**src/rtl/saturn_char_tx.sv**
```systemverilog
// Buffered 8N1 serial character transmitter: FIFO feeding a start/data/stop framer.
// o_tx is registered from the current state, so the line trails the FSM by one clock.
module saturn_char_tx #(
    parameter int CLKS_PER_BIT = 217,
    parameter int FIFO_AW      = 3
) (
    input  logic               clk,
    input  logic               reset,
    input  logic [7:0]         i_char,
    input  logic               i_char_valid,
    output logic               o_char_ready,
    output logic               o_tx,
    output logic               o_busy,
    output logic               o_overflow,
    output logic [FIFO_AW:0]   o_fifo_count
);

    // state   | meaning
    // S_IDLE  | line high, pop FIFO head when available
    // S_START | start bit (low) for CLKS_PER_BIT clocks
    // S_DATA  | eight data bits, LSB first
    // S_STOP  | stop bit (high) for CLKS_PER_BIT clocks
    typedef enum logic [1:0] {
        S_IDLE,
        S_START,
        S_DATA,
        S_STOP
    } state_t;

    localparam int          DEPTH     = 2 ** FIFO_AW;
    localparam logic [15:0] BAUD_LAST = 16'(CLKS_PER_BIT - 1);

    state_t             r_state;
    logic [7:0]         r_mem [DEPTH];
    logic [FIFO_AW-1:0] r_wr_ptr;
    logic [FIFO_AW-1:0] r_rd_ptr;
    logic [FIFO_AW:0]   r_count;
    logic [7:0]         r_shift;
    logic [15:0]        r_baud;
    logic [2:0]         r_bit_idx;

    logic w_full;
    logic w_empty;
    logic w_push;
    logic w_pop;
    logic w_baud_end;

    // Occupancy never exceeds DEPTH, so the count MSB alone flags full.
    assign w_full       = r_count[FIFO_AW];
    assign w_empty      = (r_count == '0);
    assign o_char_ready = !reset && !w_full;
    assign w_push       = i_char_valid && o_char_ready;
    assign w_pop        = (r_state == S_IDLE) && !w_empty && !reset;
    assign w_baud_end   = (r_baud == BAUD_LAST);
    assign o_fifo_count = r_count;
    assign o_busy       = (r_state != S_IDLE) || !w_empty;

    always_ff @(posedge clk) begin
        if (w_push) begin
            r_mem[r_wr_ptr] <= i_char;
        end
    end

    always_ff @(posedge clk) begin
        if (reset) begin
            r_wr_ptr <= '0;
            r_rd_ptr <= '0;
            r_count  <= '0;
        end else begin
            if (w_push) begin
                r_wr_ptr <= r_wr_ptr + 1'b1;
            end
            if (w_pop) begin
                r_rd_ptr <= r_rd_ptr + 1'b1;
            end
            if (w_push && !w_pop) begin
                r_count <= r_count + 1'b1;
            end else if (!w_push && w_pop) begin
                r_count <= r_count - 1'b1;
            end
        end
    end

    always_ff @(posedge clk) begin
        if (reset) begin
            o_overflow <= 1'b0;
        end else if (i_char_valid && !o_char_ready) begin
            o_overflow <= 1'b1;
        end
    end

    always_ff @(posedge clk) begin
        if (reset) begin
            r_state   <= S_IDLE;
            o_tx      <= 1'b1;
            r_shift   <= '0;
            r_baud    <= '0;
            r_bit_idx <= '0;
        end else begin
            case (r_state)
                S_IDLE: begin
                    o_tx <= 1'b1;
                    if (w_pop) begin
                        r_shift   <= r_mem[r_rd_ptr];
                        r_baud    <= '0;
                        r_bit_idx <= '0;
                        r_state   <= S_START;
                    end
                end
                S_START: begin
                    o_tx <= 1'b0;
                    if (w_baud_end) begin
                        r_baud  <= '0;
                        r_state <= S_DATA;
                    end else begin
                        r_baud <= r_baud + 16'd1;
                    end
                end
                S_DATA: begin
                    o_tx <= r_shift[0];
                    if (w_baud_end) begin
                        r_baud    <= '0;
                        r_shift   <= {1'b0, r_shift[7:1]};
                        r_bit_idx <= r_bit_idx + 3'd1;
                        if (r_bit_idx == 3'd7) begin
                            r_state <= S_STOP;
                        end
                    end else begin
                        r_baud <= r_baud + 16'd1;
                    end
                end
                S_STOP: begin
                    o_tx <= 1'b1;
                    if (w_baud_end) begin
                        r_baud  <= '0;
                        r_state <= S_IDLE;
                    end else begin
                        r_baud <= r_baud + 16'd1;
                    end
                end
                default: begin
                    o_tx    <= 1'b1;
                    r_state <= S_IDLE;
                end
            endcase
        end
    end

endmodule

```
**config.mk**
```make
export PLATFORM = sky130hd
export DESIGN_NAME = saturn_char_tx
export DESIGN_NICKNAME = d
export VERILOG_FILES = /design/src/rtl/saturn_char_tx.sv
export SDC_FILE = /design/constraint.sdc
export NUM_CORES = 1
export LEC_CHECK = 0
export ABC_CLOCK_PERIOD_IN_PS = 6200
export BUFFER_PORTS_ARGS = -buffer_cell sky130_fd_sc_hd__buf_2
export CAP_MARGIN = 5
export CORE_MARGIN = 2
export CORE_UTILIZATION = 65
export DETAILED_ROUTE_END_ITERATION = 6
export GPL_ROUTABILITY_DRIVEN = 0
export PLACE_DENSITY = 0.84
export SETUP_SLACK_MARGIN = 0.2
export SLEW_MARGIN = 10
export SYNTH_ARGS = -nofsm -noshare
export SYNTH_HDL_FRONTEND = slang
export SYNTH_SLANG_ARGS = --single-unit
```
**constraint.sdc**
```tcl
create_clock -name clk -period 6.2 [get_ports clk]
set_clock_uncertainty 0.15 [all_clocks]
set_input_delay 0 -clock clk [delete_from_list [all_inputs] [get_ports clk]]
set_output_delay 0 -clock clk [all_outputs]
set_load 0.01 [all_outputs]
```
==> results.yml, run 1 <==
placed_design:
  portBuffers: 18
  post-place-cells: 445
  postPlaceCellArea_um2: 4750
  place.detailed.hpwl_mm: 5.12
synth:
  synth.largest_area_cell: "sky130_fd_sc_hd__edfxtp_1"
  synthFlopType: "sky130_fd_sc_hd__edfxtp_1"
  synth_largest_type_area_fraction: 0.418
  cell_types_occupying_the_most_area_after_synthesis: "sky130_fd_sc_hd__edfxtp_1, sky130_fd_sc_hd__dfxtp_1, sky130_fd_sc_hd__mux4_2, sky130_fd_sc_hd__ha_1, sky130_fd_sc_hd__nor2_1"
  yosysUniqueCellTypes: 49
  synth-async-reset-ratio: 0
  mappedNetlistArea_um2: 4600
  syn_avg_cell_area_um2: 13.5
  synth-seq-cells: 108
  yosys.area_share.adder: 0.0425
  synthesis.nets: 367
  post_synth_xor_area_fraction: 0.0381
  synth_compound_area_frac: 0.0523
  share_of_synthesized_area_spent_on_multiplexers: 0.105
  synth_most_common_cell: "sky130_fd_sc_hd__edfxtp_1"
  synth_edf_count: 64
  main_combinational_cell_family_by_area_after_synthesis: "simple AND/OR/NAND/NOR gates"
  simple_logic_cell_fraction_of_the_synthesized_area: 0.128
  synth_sequential_area_ratio: 0.610
  ys.warnings.count: 0
  synthCells: 341
  commonest_cells_in_the_netlist: "sky130_fd_sc_hd__edfxtp_1, sky130_fd_sc_hd__dfxtp_1, sky130_fd_sc_hd__nor2_1"
floorplan:
  start_util: 0.673
  floorplan.die.width_um: 88.1
  fp_rows: 30
  coreArea_um2: 6830
  dieHeight_um: 88.1
  die_area_um2: 7760
  design.portCount: 19
detailed_routing:
  detail_route.drc_violations: 0
  drt_pass1_iterations: 4
  drt_wl_total_mm: 7.79
  per_cell_via_count_in_the_routed_design: 5.67
  ant_nets: 0
  route.detailed.wl_per_inst_um: 16.5
  overall_via_count_from_detail_route: 2677
  drtIter0Drc: 165
setup_path:
  setup.worst_path.start: "r_state[0]$_SDFFE_PP0P_"
  cp_max_fo: 9
  critPathSlowestCell: "sky130_fd_sc_hd__ha_1"
  cp-start-kind: "register"
  r2r_cells: 13
  number_of_cells_on_the_critical_path: 13
  crit_type: "register to register"
  crit_path_end_kind: "register"
  worst-endpoint-required_ps: 6350
  arrival_ps: 3010
  worst_r2r_endpoint: "o_fifo_count[3]$_SDFFE_PP0P_"
  timing.critical_path.to: "o_fifo_count[3]$_SDFFE_PP0P_"
  r2r_slack_ps: 3340
  max_stage_delay_ps: 370
  rr_startpoint: "r_state[0]$_SDFFE_PP0P_"
  cp_cell_sequence: "inv_1, ha_1, o41ai_4, nor2_2, inv_1, ha_1, inv_1, ha_1, a21o_1, a21oi_1, xnor2_1, or3_1, a21oi_1"
  largest_delay_share_family_worst_path: "adder cells"
  worst-path-buf-inv: 3
final_layout:
  fin_area_um2: 5050
  num_antenna_cells: 0
  areaGrowthSynthToFinish_pct: 9.91
  final_cells: 472
  drive_above_1_share: 0.189
  nets: 397
timing:
  grt_setup_unrepaired: "no"
  period_share: 0.461
  slew_headroom: 0.305
  maxSlewViolCount: 0
  layout_min_cycle_time_ps: 2860
  totalNegativeSetupSlack_ps: 0
  report.final.hold_viol_count: 0
  setup_viol: 0
  tightest_slew_ps: 1040
  fmaxAchievable_mhz: 350
  hold_ws_ps: 277
grt:
  grt_use_total: 0.226
  grt_first_pass_wirelength_mm: 12.8
  grt_start_max_net_pins: 38
  initial_antenna_violation_count: 0
  globalRouteOverflowTotal: 0
  grt_pass1_vias: 2660
power:
  share_clk_of_total_power: 0.230
  seqPwrFrac: 0.506
  power_per_cell_area_nw_per_um2: 351
  sw_ratio: 0.318
  finalPower_mw: 1.77
  power.static_leakage_nw: 1.73
  vdd.ir_drop.worst_mv: 0.292
  power.share.combinational: 0.264
  internal_power_mw: 1.21
  p_sw_uw: 564
cts:
  worstSkewPairLatency_ps: 370
  postCtsSetupBuffers: 0
  clkSlewWorstSetupHoldPaths_ps: 100
  cts.repair.resized: 0
  tritoncts.num_buffers: 9
  ctsRootBufferMaster: "sky130_fd_sc_hd__clkbuf_8"
  ctsHtreeMaxLevel: 3
  maximum_clock_insertion_buffer_count: 2
  cts_tree: "yes"
  clkSinkCount: 108
min_path:
  hp-class: "input port to register"
status:
  result_of_the_run: "finished clean"
flow_run:
  maximum_capacitance_violations: 0
## power groups by stage
stage	sequential [mW]	clock [mW]	combinational, mW
floorplan	0.877	0	0.413
global placement	0.911	0	0.451
detailed placement	0.916	0	0.463
CTS	0.900	0.417	0.470
global route	0.912	0.449	0.515
finish	0.898	0.408	0.468
## sequential cells by signal, indices dropped and copies added (netlist names), 2 cells and up, named ones only
| signal | count |
|---|---|
| r_shift | 8 |
| r_state | 2 |
| r_baud | 16 |
| r_wr_ptr | 3 |
| r_mem | 64 |
| r_rd_ptr | 3 |
| r_bit_idx | 3 |
| o_fifo_count | 4 |
## area by class of cell
class                           instances  area (um2)
Sequential cell                       108        2800
Clock buffer                            9         124
Timing Repair Buffer                   31         215
Tap cell                               96         120
Inverter                               11        41.3
Multi-Input combinational cell        210        1680
Clock inverter                          7        67.6
Fill cell                             445        1780
## repair_timing
action | CTS | global route
setup endpoints to repair | 0 | 0
endpoints found under the hold margin | 76 | 0
hold buffers | 11 | 0
## per-layer routing
layer	track usage	share of wire
met5	0	0
met4	0.0647	0.010
met3	0.0650	0.029
met2	0.385	0.50
met1	0.285	0.46
## worst min path at each step
| stage | to | from | cells past startpoint | slack [ps] |
|---|---|---|---|---|
| 2_1_floorplan | r_mem[0][0]$_DFFE_PP_ | i_char[0] | 0 | -50 |
| 3_3_place_gp | o_overflow$_SDFFE_PP0P_ | i_char_valid | 3 | 100 |
| 3_5_place_dp | o_overflow$_SDFFE_PP0P_ | i_char_valid | 3 | 100 |
| 4_1_cts | r_mem[3][5]$_DFFE_PP_ | i_char[5] | 2 | 260 |
| 5_1_grt | r_mem[3][5]$_DFFE_PP_ | i_char[5] | 2 | 280 |
| 6_report | r_mem[3][5]$_DFFE_PP_ | i_char[5] | 2 | 280 |
## stage by stage
| stage | util | setup WS (ps) |
|---|---|---|
| 2_1_floorplan | - | 3710 |
| 3_3_place_gp | 0.695 | 3520 |
| 3_5_place_dp | 0.695 | 3350 |
| 4_1_cts | 0.740 | 3340 |
| 5_1_grt | 0.740 | 3140 |
| 6_report | 0.740 | 3340 |
## layout by cell type, fill, tap and decap left out, types with 2 or more instances in the layout
cell,Yosys,layout
sky130_fd_sc_hd__a21oi_1,12,12
sky130_fd_sc_hd__and3_1,2,2
sky130_fd_sc_hd__and4_1,2,2
sky130_fd_sc_hd__and4b_1,2,2
sky130_fd_sc_hd__and4bb_2,2,2
sky130_fd_sc_hd__buf_2,3,18
sky130_fd_sc_hd__buf_4,2,2
sky130_fd_sc_hd__clkbuf_8,0,9
sky130_fd_sc_hd__clkinv_4,0,2
sky130_fd_sc_hd__dfxtp_1,44,44
sky130_fd_sc_hd__dlygate4sd3_1,0,11
sky130_fd_sc_hd__edfxtp_1,64,64
sky130_fd_sc_hd__ha_1,14,14
sky130_fd_sc_hd__inv_1,11,11
sky130_fd_sc_hd__inv_6,0,2
sky130_fd_sc_hd__mux2_2,7,7
sky130_fd_sc_hd__mux2i_1,3,3
sky130_fd_sc_hd__mux4_2,16,16
sky130_fd_sc_hd__nand2_1,20,20
sky130_fd_sc_hd__nand2b_1,8,8
sky130_fd_sc_hd__nand3_1,8,8
sky130_fd_sc_hd__nand3b_1,2,2
sky130_fd_sc_hd__nand4_1,2,2
sky130_fd_sc_hd__nor2_1,41,41
sky130_fd_sc_hd__nor2_2,2,2
sky130_fd_sc_hd__nor3_1,14,14
sky130_fd_sc_hd__nor3b_1,2,2
sky130_fd_sc_hd__nor4_2,2,2
sky130_fd_sc_hd__o21a_1,2,2
sky130_fd_sc_hd__o21ai_0,2,2
sky130_fd_sc_hd__o22ai_1,7,7
sky130_fd_sc_hd__or3_1,2,2
sky130_fd_sc_hd__xnor2_1,12,12
sky130_fd_sc_hd__xor2_1,8,8
## logic make-up (layout without fill, tap and decap cells)
| family | count (synthesis) | in the layout |
|---|---|---|
| simple gates | 115 | 115 |
| flops | 108 | 108 |
| compound gates | 33 | 33 |
| mux | 27 | 27 |
| buf+inv | 23 | 58 |
| xor+xnor | 20 | 20 |
| fa+ha+maj | 15 | 15 |
No activity file was read; power rests on OpenSTA's default activity.
==> inputs of run 2 (changes only) <==
--- a/config.mk
+++ b/config.mk
@@ -5,14 +5,14 @@
 export SDC_FILE = /design/constraint.sdc
 export NUM_CORES = 1
 export LEC_CHECK = 0
-export ABC_CLOCK_PERIOD_IN_PS = 6200
+export ABC_CLOCK_PERIOD_IN_PS = 2900
 export BUFFER_PORTS_ARGS = -buffer_cell sky130_fd_sc_hd__buf_2
 export CAP_MARGIN = 5
 export CORE_MARGIN = 2
-export CORE_UTILIZATION = 65
+export CORE_UTILIZATION = 61
 export DETAILED_ROUTE_END_ITERATION = 6
 export GPL_ROUTABILITY_DRIVEN = 0
-export PLACE_DENSITY = 0.84
+export PLACE_DENSITY = 0.8
 export SETUP_SLACK_MARGIN = 0.2
 export SLEW_MARGIN = 10
 export SYNTH_ARGS = -nofsm -noshare
==> constraint.sdc (replaced) <==
create_clock -name clk -period 2.9 [get_ports clk]
set_clock_uncertainty 0.15 [all_clocks]
set_input_delay 0 -clock clk [delete_from_list [all_inputs] [get_ports clk]]
set_output_delay 0 -clock clk [all_outputs]
set_load 0.01 [all_outputs]
==> run 2 against run 1 <==
Sequential power rose by 110%. Cell area rose by 2.7%. Critical path type unchanged. Critical path depth fell by 2.
==> results.yml, run 2 (synthesis results as in run 1) <==
status:
  result_of_the_run: "finished clean"
floorplan:
  coreArea_um2: 7290
  design.portCount: 19
  fp_rows: 31
  die_area_um2: 8250
  dieHeight_um: 90.8
  start_util: 0.630
  floorplan.die.width_um: 90.8
timing:
  fmaxAchievable_mhz: 393
  grt_setup_unrepaired: "no"
  report.final.hold_viol_count: 0
  setup_viol: 0
  tightest_slew_ps: 697
  maxSlewViolCount: 0
  totalNegativeSetupSlack_ps: 0
  hold_ws_ps: 273
  period_share: 0.877
  layout_min_cycle_time_ps: 2540
  slew_headroom: 0.534
detailed_routing:
  dr.max_layer_used: "met4"
  met3WireLength_um: 239
  drtIter0Drc: 284
  route.detailed.wl_per_inst_um: 17.2
  detail_route.drc_violations: 0
  per_cell_via_count_in_the_routed_design: 5.68
  overall_via_count_from_detail_route: 2772
  route.met2.wl_mm: 4.31
  drt_pass1_iterations: 4
  routedLengthMet1_mm: 3.72
  drt_wl_total_mm: 8.38
  ant_nets: 0
final_layout:
  largest_registers: "r_mem x64, r_baud x16, r_shift x8"
  areaGrowthSynthToFinish_pct: 12.9
  drive_above_1_share: 0.224
  nets: 410
  num_antenna_cells: 0
  layout_common_cells: "sky130_fd_sc_hd__edfxtp_1, sky130_fd_sc_hd__dfxtp_1, sky130_fd_sc_hd__nor2_1"
  most_common_cell_after_layout_fill_and_taps_aside: "sky130_fd_sc_hd__edfxtp_1"
  fin_area_um2: 5190
  final_cells: 488
  largest_register_ff_count: 64
  largest-register: "r_mem"
placed_design:
  portBuffers: 18
  postPlaceCellArea_um2: 4840
  post-place-cells: 460
  place.detailed.hpwl_mm: 5.53
cts:
  worstSkewPairLatency_ps: 380
  ctsHtreeMaxLevel: 3
  maximum_clock_insertion_buffer_count: 2
  clkSlewWorstSetupHoldPaths_ps: 110
  tritoncts.num_buffers: 9
  clkSinkCount: 108
  cts_tree: "yes"
  ctsRootBufferMaster: "sky130_fd_sc_hd__clkbuf_8"
grt:
  initial_antenna_violation_count: 0
  grt_pass1_vias: 2797
  grt_first_pass_wirelength_mm: 13.8
  grt_use_total: 0.219
  globalRouteOverflowTotal: 0
  grt_start_max_net_pins: 25
flow_run:
  maximum_capacitance_violations: 0
power:
  power.static_leakage_nw: 1.81
  power_per_cell_area_nw_per_um2: 761
  vdd.ir_drop.worst_mv: 0.562
setup_path:
  cp-start-kind: "register"
  worst-endpoint-required_ps: 3070
  crit_path_end_kind: "register"
  worst-path-buf-inv: 2
  crit_type: "register to register"
  largest_delay_share_family_worst_path: "compound AO/OA/AOI/OAI gates"
  arrival_ps: 2710
  critPathSlowestCell: "sky130_fd_sc_hd__dfxtp_2"
  cp_max_fo: 7
  max_stage_delay_ps: 400
  cp_cell_sequence: "o41ai_4, nor2_2, inv_1, ha_1, inv_2, ha_1, a21o_1, a21oi_1, xnor2_1, or3_1, a21oi_1"
min_path:
  hp-class: "input port to register"
run 2: area by class of cell:
type	count	area, um2
timing repair buffer	44	313
inverter	11	41.3
multi-input combinational	210	1690
clock buffer	9	124
sequential	108	2800
fill	508	2100
tap	99	124
clock inverter	7	91.3
run 2: power by group:
group / leakage [nW] / internal (mW) / total (mW) / switching, mW
registers: 0.936 / 1.75 / 1.87 / 0.119
clock network: 0.105 / 0.347 / 0.926 / 0.578
logic: 0.767 / 0.566 / 1.16 / 0.592
total: 1.81 / 2.66 / 3.95 / 1.29
run 2: final timing paths:
check / depth (start not counted) / start / to / slack, ps
max reg2reg: 11 / o_fifo_count[1]$_SDFFE_PP0P_ / o_fifo_count[3]$_SDFFE_PP0P_ / 360
min: 2 / i_char[2] / r_mem[3][2]$_DFFE_PP_ / 270
max: 11 / o_fifo_count[1]$_SDFFE_PP0P_ / o_fifo_count[3]$_SDFFE_PP0P_ / 360
min reg2reg: 2 / r_rd_ptr[1]$_SDFFE_PP0P_ / register / 350
run 2: what timing repair did:
item / 4_1_cts / 5_1_grt
buffers inserted: 0 / 1
endpoints found under the setup margin: 0 / 1
endpoints found under the hold margin: 76 / 0
gates resized for setup: 0 / 4
hold buffers: 11 / 0
run 2: through the flow:
stage                     power (mW)  setup slack (ps)  utilization
after floorplan                 2.76               405            -
after global placement          2.96               340        0.664
after detailed placement        3.00               252        0.664
after CTS                       3.94               216        0.709
after global routing            4.17               221        0.712
final                           3.95               356        0.712
run 2: routing by layer:
layer,GRT usage,vias up
met4,0.0619,0
met5,0,-
met2,0.377,48
met3,0.0543,9
met1,0.278,1373
li1,-,1342
run 2: worst reg2reg max path, cell delays in order (launching register included):
cell                      delay, ps
sky130_fd_sc_hd__dfxtp_2        400
sky130_fd_sc_hd__o41ai_4        410
sky130_fd_sc_hd__nor2_2          70
sky130_fd_sc_hd__inv_1           70
sky130_fd_sc_hd__ha_1           180
sky130_fd_sc_hd__inv_2           70
sky130_fd_sc_hd__ha_1           280
sky130_fd_sc_hd__a21o_1         180
sky130_fd_sc_hd__a21oi_1        160
sky130_fd_sc_hd__xnor2_1         90
sky130_fd_sc_hd__or3_1          300
sky130_fd_sc_hd__a21oi_1        140
==> inputs of run 3 (changes only) <==
--- a/config.mk
+++ b/config.mk
@@ -10,6 +10,7 @@
 export CAP_MARGIN = 5
 export CORE_MARGIN = 2
 export CORE_UTILIZATION = 61
+export CTS_BUF_LIST = sky130_fd_sc_hd__clkbuf_16
 export DETAILED_ROUTE_END_ITERATION = 6
 export GPL_ROUTABILITY_DRIVEN = 0
 export PLACE_DENSITY = 0.8
==> run 3 against run 2 <==
Register-to-register slack lost 40 ps. Routed wire length grew 0.81%. Sequential share of layout area shrank 1.1 points.
==> results.yml, run 3 (synthesis results as in run 1) <==
setup_path:
  largest_delay_share_family_worst_path: "compound AO/OA/AOI/OAI gates"
  arrival_ps: 2720
  worst-path-buf-inv: 2
  cp-start-kind: "register"
  worst-endpoint-required_ps: 3040
  crit_type: "register to register"
  critPathSlowestCell: "sky130_fd_sc_hd__o41ai_4"
  cp_cell_sequence: "o41ai_4, nor2_2, inv_1, ha_1, inv_2, ha_1, a21o_1, a21oi_1, xnor2_1, or3_1, a21oi_1"
  crit_path_end_kind: "register"
  cp_max_fo: 7
  max_stage_delay_ps: 440
detailed_routing:
  drt_wl_total_mm: 8.45
  ant_nets: 0
  per_cell_via_count_in_the_routed_design: 5.74
  drt_pass1_iterations: 4
  detail_route.drc_violations: 0
  route.detailed.wl_per_inst_um: 17.3
  overall_via_count_from_detail_route: 2805
  drtIter0Drc: 243
cts:
  ctsRootBufferMaster: "sky130_fd_sc_hd__clkbuf_16"
  cts_tree: "yes"
  tritoncts.num_buffers: 9
  ctsHtreeMaxLevel: 3
  worstSkewPairLatency_ps: 350
  maximum_clock_insertion_buffer_count: 2
  clkSlewWorstSetupHoldPaths_ps: 80
  clkSinkCount: 108
grt:
  grt_start_max_net_pins: 25
  initial_antenna_violation_count: 0
  grt_first_pass_wirelength_mm: 14.0
  globalRouteOverflowTotal: 0
  grt_use_total: 0.222
  grt_pass1_vias: 2809
final_layout:
  most_common_cell_after_layout_fill_and_taps_aside: "sky130_fd_sc_hd__edfxtp_1"
  largest-register: "r_mem"
  layout_common_cells: "sky130_fd_sc_hd__edfxtp_1, sky130_fd_sc_hd__dfxtp_1, sky130_fd_sc_hd__nor2_1"
  largest_register_ff_count: 64
  areaGrowthSynthToFinish_pct: 15.3
  largest_registers: "r_mem x64, r_baud x16, r_shift x8"
  nets: 411
  final_cells: 489
  drive_above_1_share: 0.226
  num_antenna_cells: 0
power:
  power_per_cell_area_nw_per_um2: 807
  power.static_leakage_nw: 1.86
  vdd.ir_drop.worst_mv: 0.466
  finalPower_mw: 4.28
timing:
  setup_viol: 0
  tightest_slew_ps: 710
  totalNegativeSetupSlack_ps: 0
  setup_slack_ps: 312
  report.final.hold_viol_count: 0
  period_share: 0.893
  grt_setup_unrepaired: "no"
  hold_ws_ps: 296
  slew_headroom: 0.526
  layout_min_cycle_time_ps: 2590
  fmaxAchievable_mhz: 386
  maxSlewViolCount: 0
status:
  result_of_the_run: "finished clean"
floorplan:
  fp_rows: 31
  design.portCount: 19
  start_util: 0.630
  dieHeight_um: 90.8
  floorplan.die.width_um: 90.8
  die_area_um2: 8250
  coreArea_um2: 7290
min_path:
  hp-class: "input port to register"
placed_design:
  place.detailed.hpwl_mm: 5.53
  post-place-cells: 460
  preCtsSetupSlack_ps: 252
  portBuffers: 18
flow_run:
  maximum_capacitance_violations: 0
run 3: cell count changes in the layout (fill, tap and decap cells not counted):
| cell | delta |
|---|---|
| sky130_fd_sc_hd__buf_4 | +1 |
| sky130_fd_sc_hd__clkbuf_8 | -9 |
| sky130_fd_sc_hd__clkbuf_16 | +9 |
run 3: worst reg2reg max path: cells and delay by family, from the launching register on:
family                   cells  cell delay (ps)
adder cells (fa/ha/maj)      2              470
XOR/XNOR                     1               90
AO/OA/AOI/OAI                4              910
flip-flops                   1              380
AND/OR/NAND/NOR              2              380
buffers and inverters        2              150
run 3: per-stage QoR:
step	utilization	area, um2
after floorplan	-	4600
after global placement	0.664	4840
after detailed placement	0.664	4840
after CTS	0.723	5270
after global routing	0.727	5300
final	0.727	5300
run 3: power by group:
part | switching [mW] | internal (mW) | total [mW]
registers | 0.121 | 1.75 | 1.87
clock network | 0.615 | 0.618 | 1.23
logic | 0.595 | 0.579 | 1.17
total | 1.33 | 2.95 | 4.28
run 3: timing repair:
| action | CTS | global route |
|---|---|---|
| endpoints found under the hold margin | 76 | 0 |
| buffers inserted | 0 | 2 |
| hold buffers | 11 | 0 |
| resized for setup | 0 | 4 |
| setup endpoints to repair | 0 | 1 |
run 3: final cells by class:
cell class	instances	area (um2)
clock inverters	7	91.3
repair buffers	45	320
inverters	11	41.3
flip-flops and latches	108	2800
clock buffers	9	225
multi-input cells	210	1690
fillers	492	1990
well taps	99	124
run 3: final timing paths:
path                                     start                           end  slack (ps)  cells after the start
setup reg to reg  o_fifo_count[1]$_SDFFE_PP0P_  o_fifo_count[3]$_SDFFE_PP0P_         310                     11
hold / removal                       i_char[3]         r_mem[4][3]$_DFFE_PP_         300                      2
setup / recovery  o_fifo_count[1]$_SDFFE_PP0P_  o_fifo_count[3]$_SDFFE_PP0P_         310                     11
hold reg to reg      r_bit_idx[2]$_SDFFE_PP0P_     r_bit_idx[2]$_SDFFE_PP0P_         340                      2
run 3: metal layers:
| layer | vias up | part of all wire | global-route usage | wire length [um] |
|---|---|---|---|---|
| met4 | 0 | 0.010 | 0.0619 | 85 |
| met5 | - | 0 | 0 | 0 |
| li1 | 1351 | - | - | - |
| met2 | 62 | 0.51 | 0.376 | 4290 |
| met3 | 8 | 0.038 | 0.0501 | 322 |
| met1 | 1384 | 0.44 | 0.289 | 3750 |
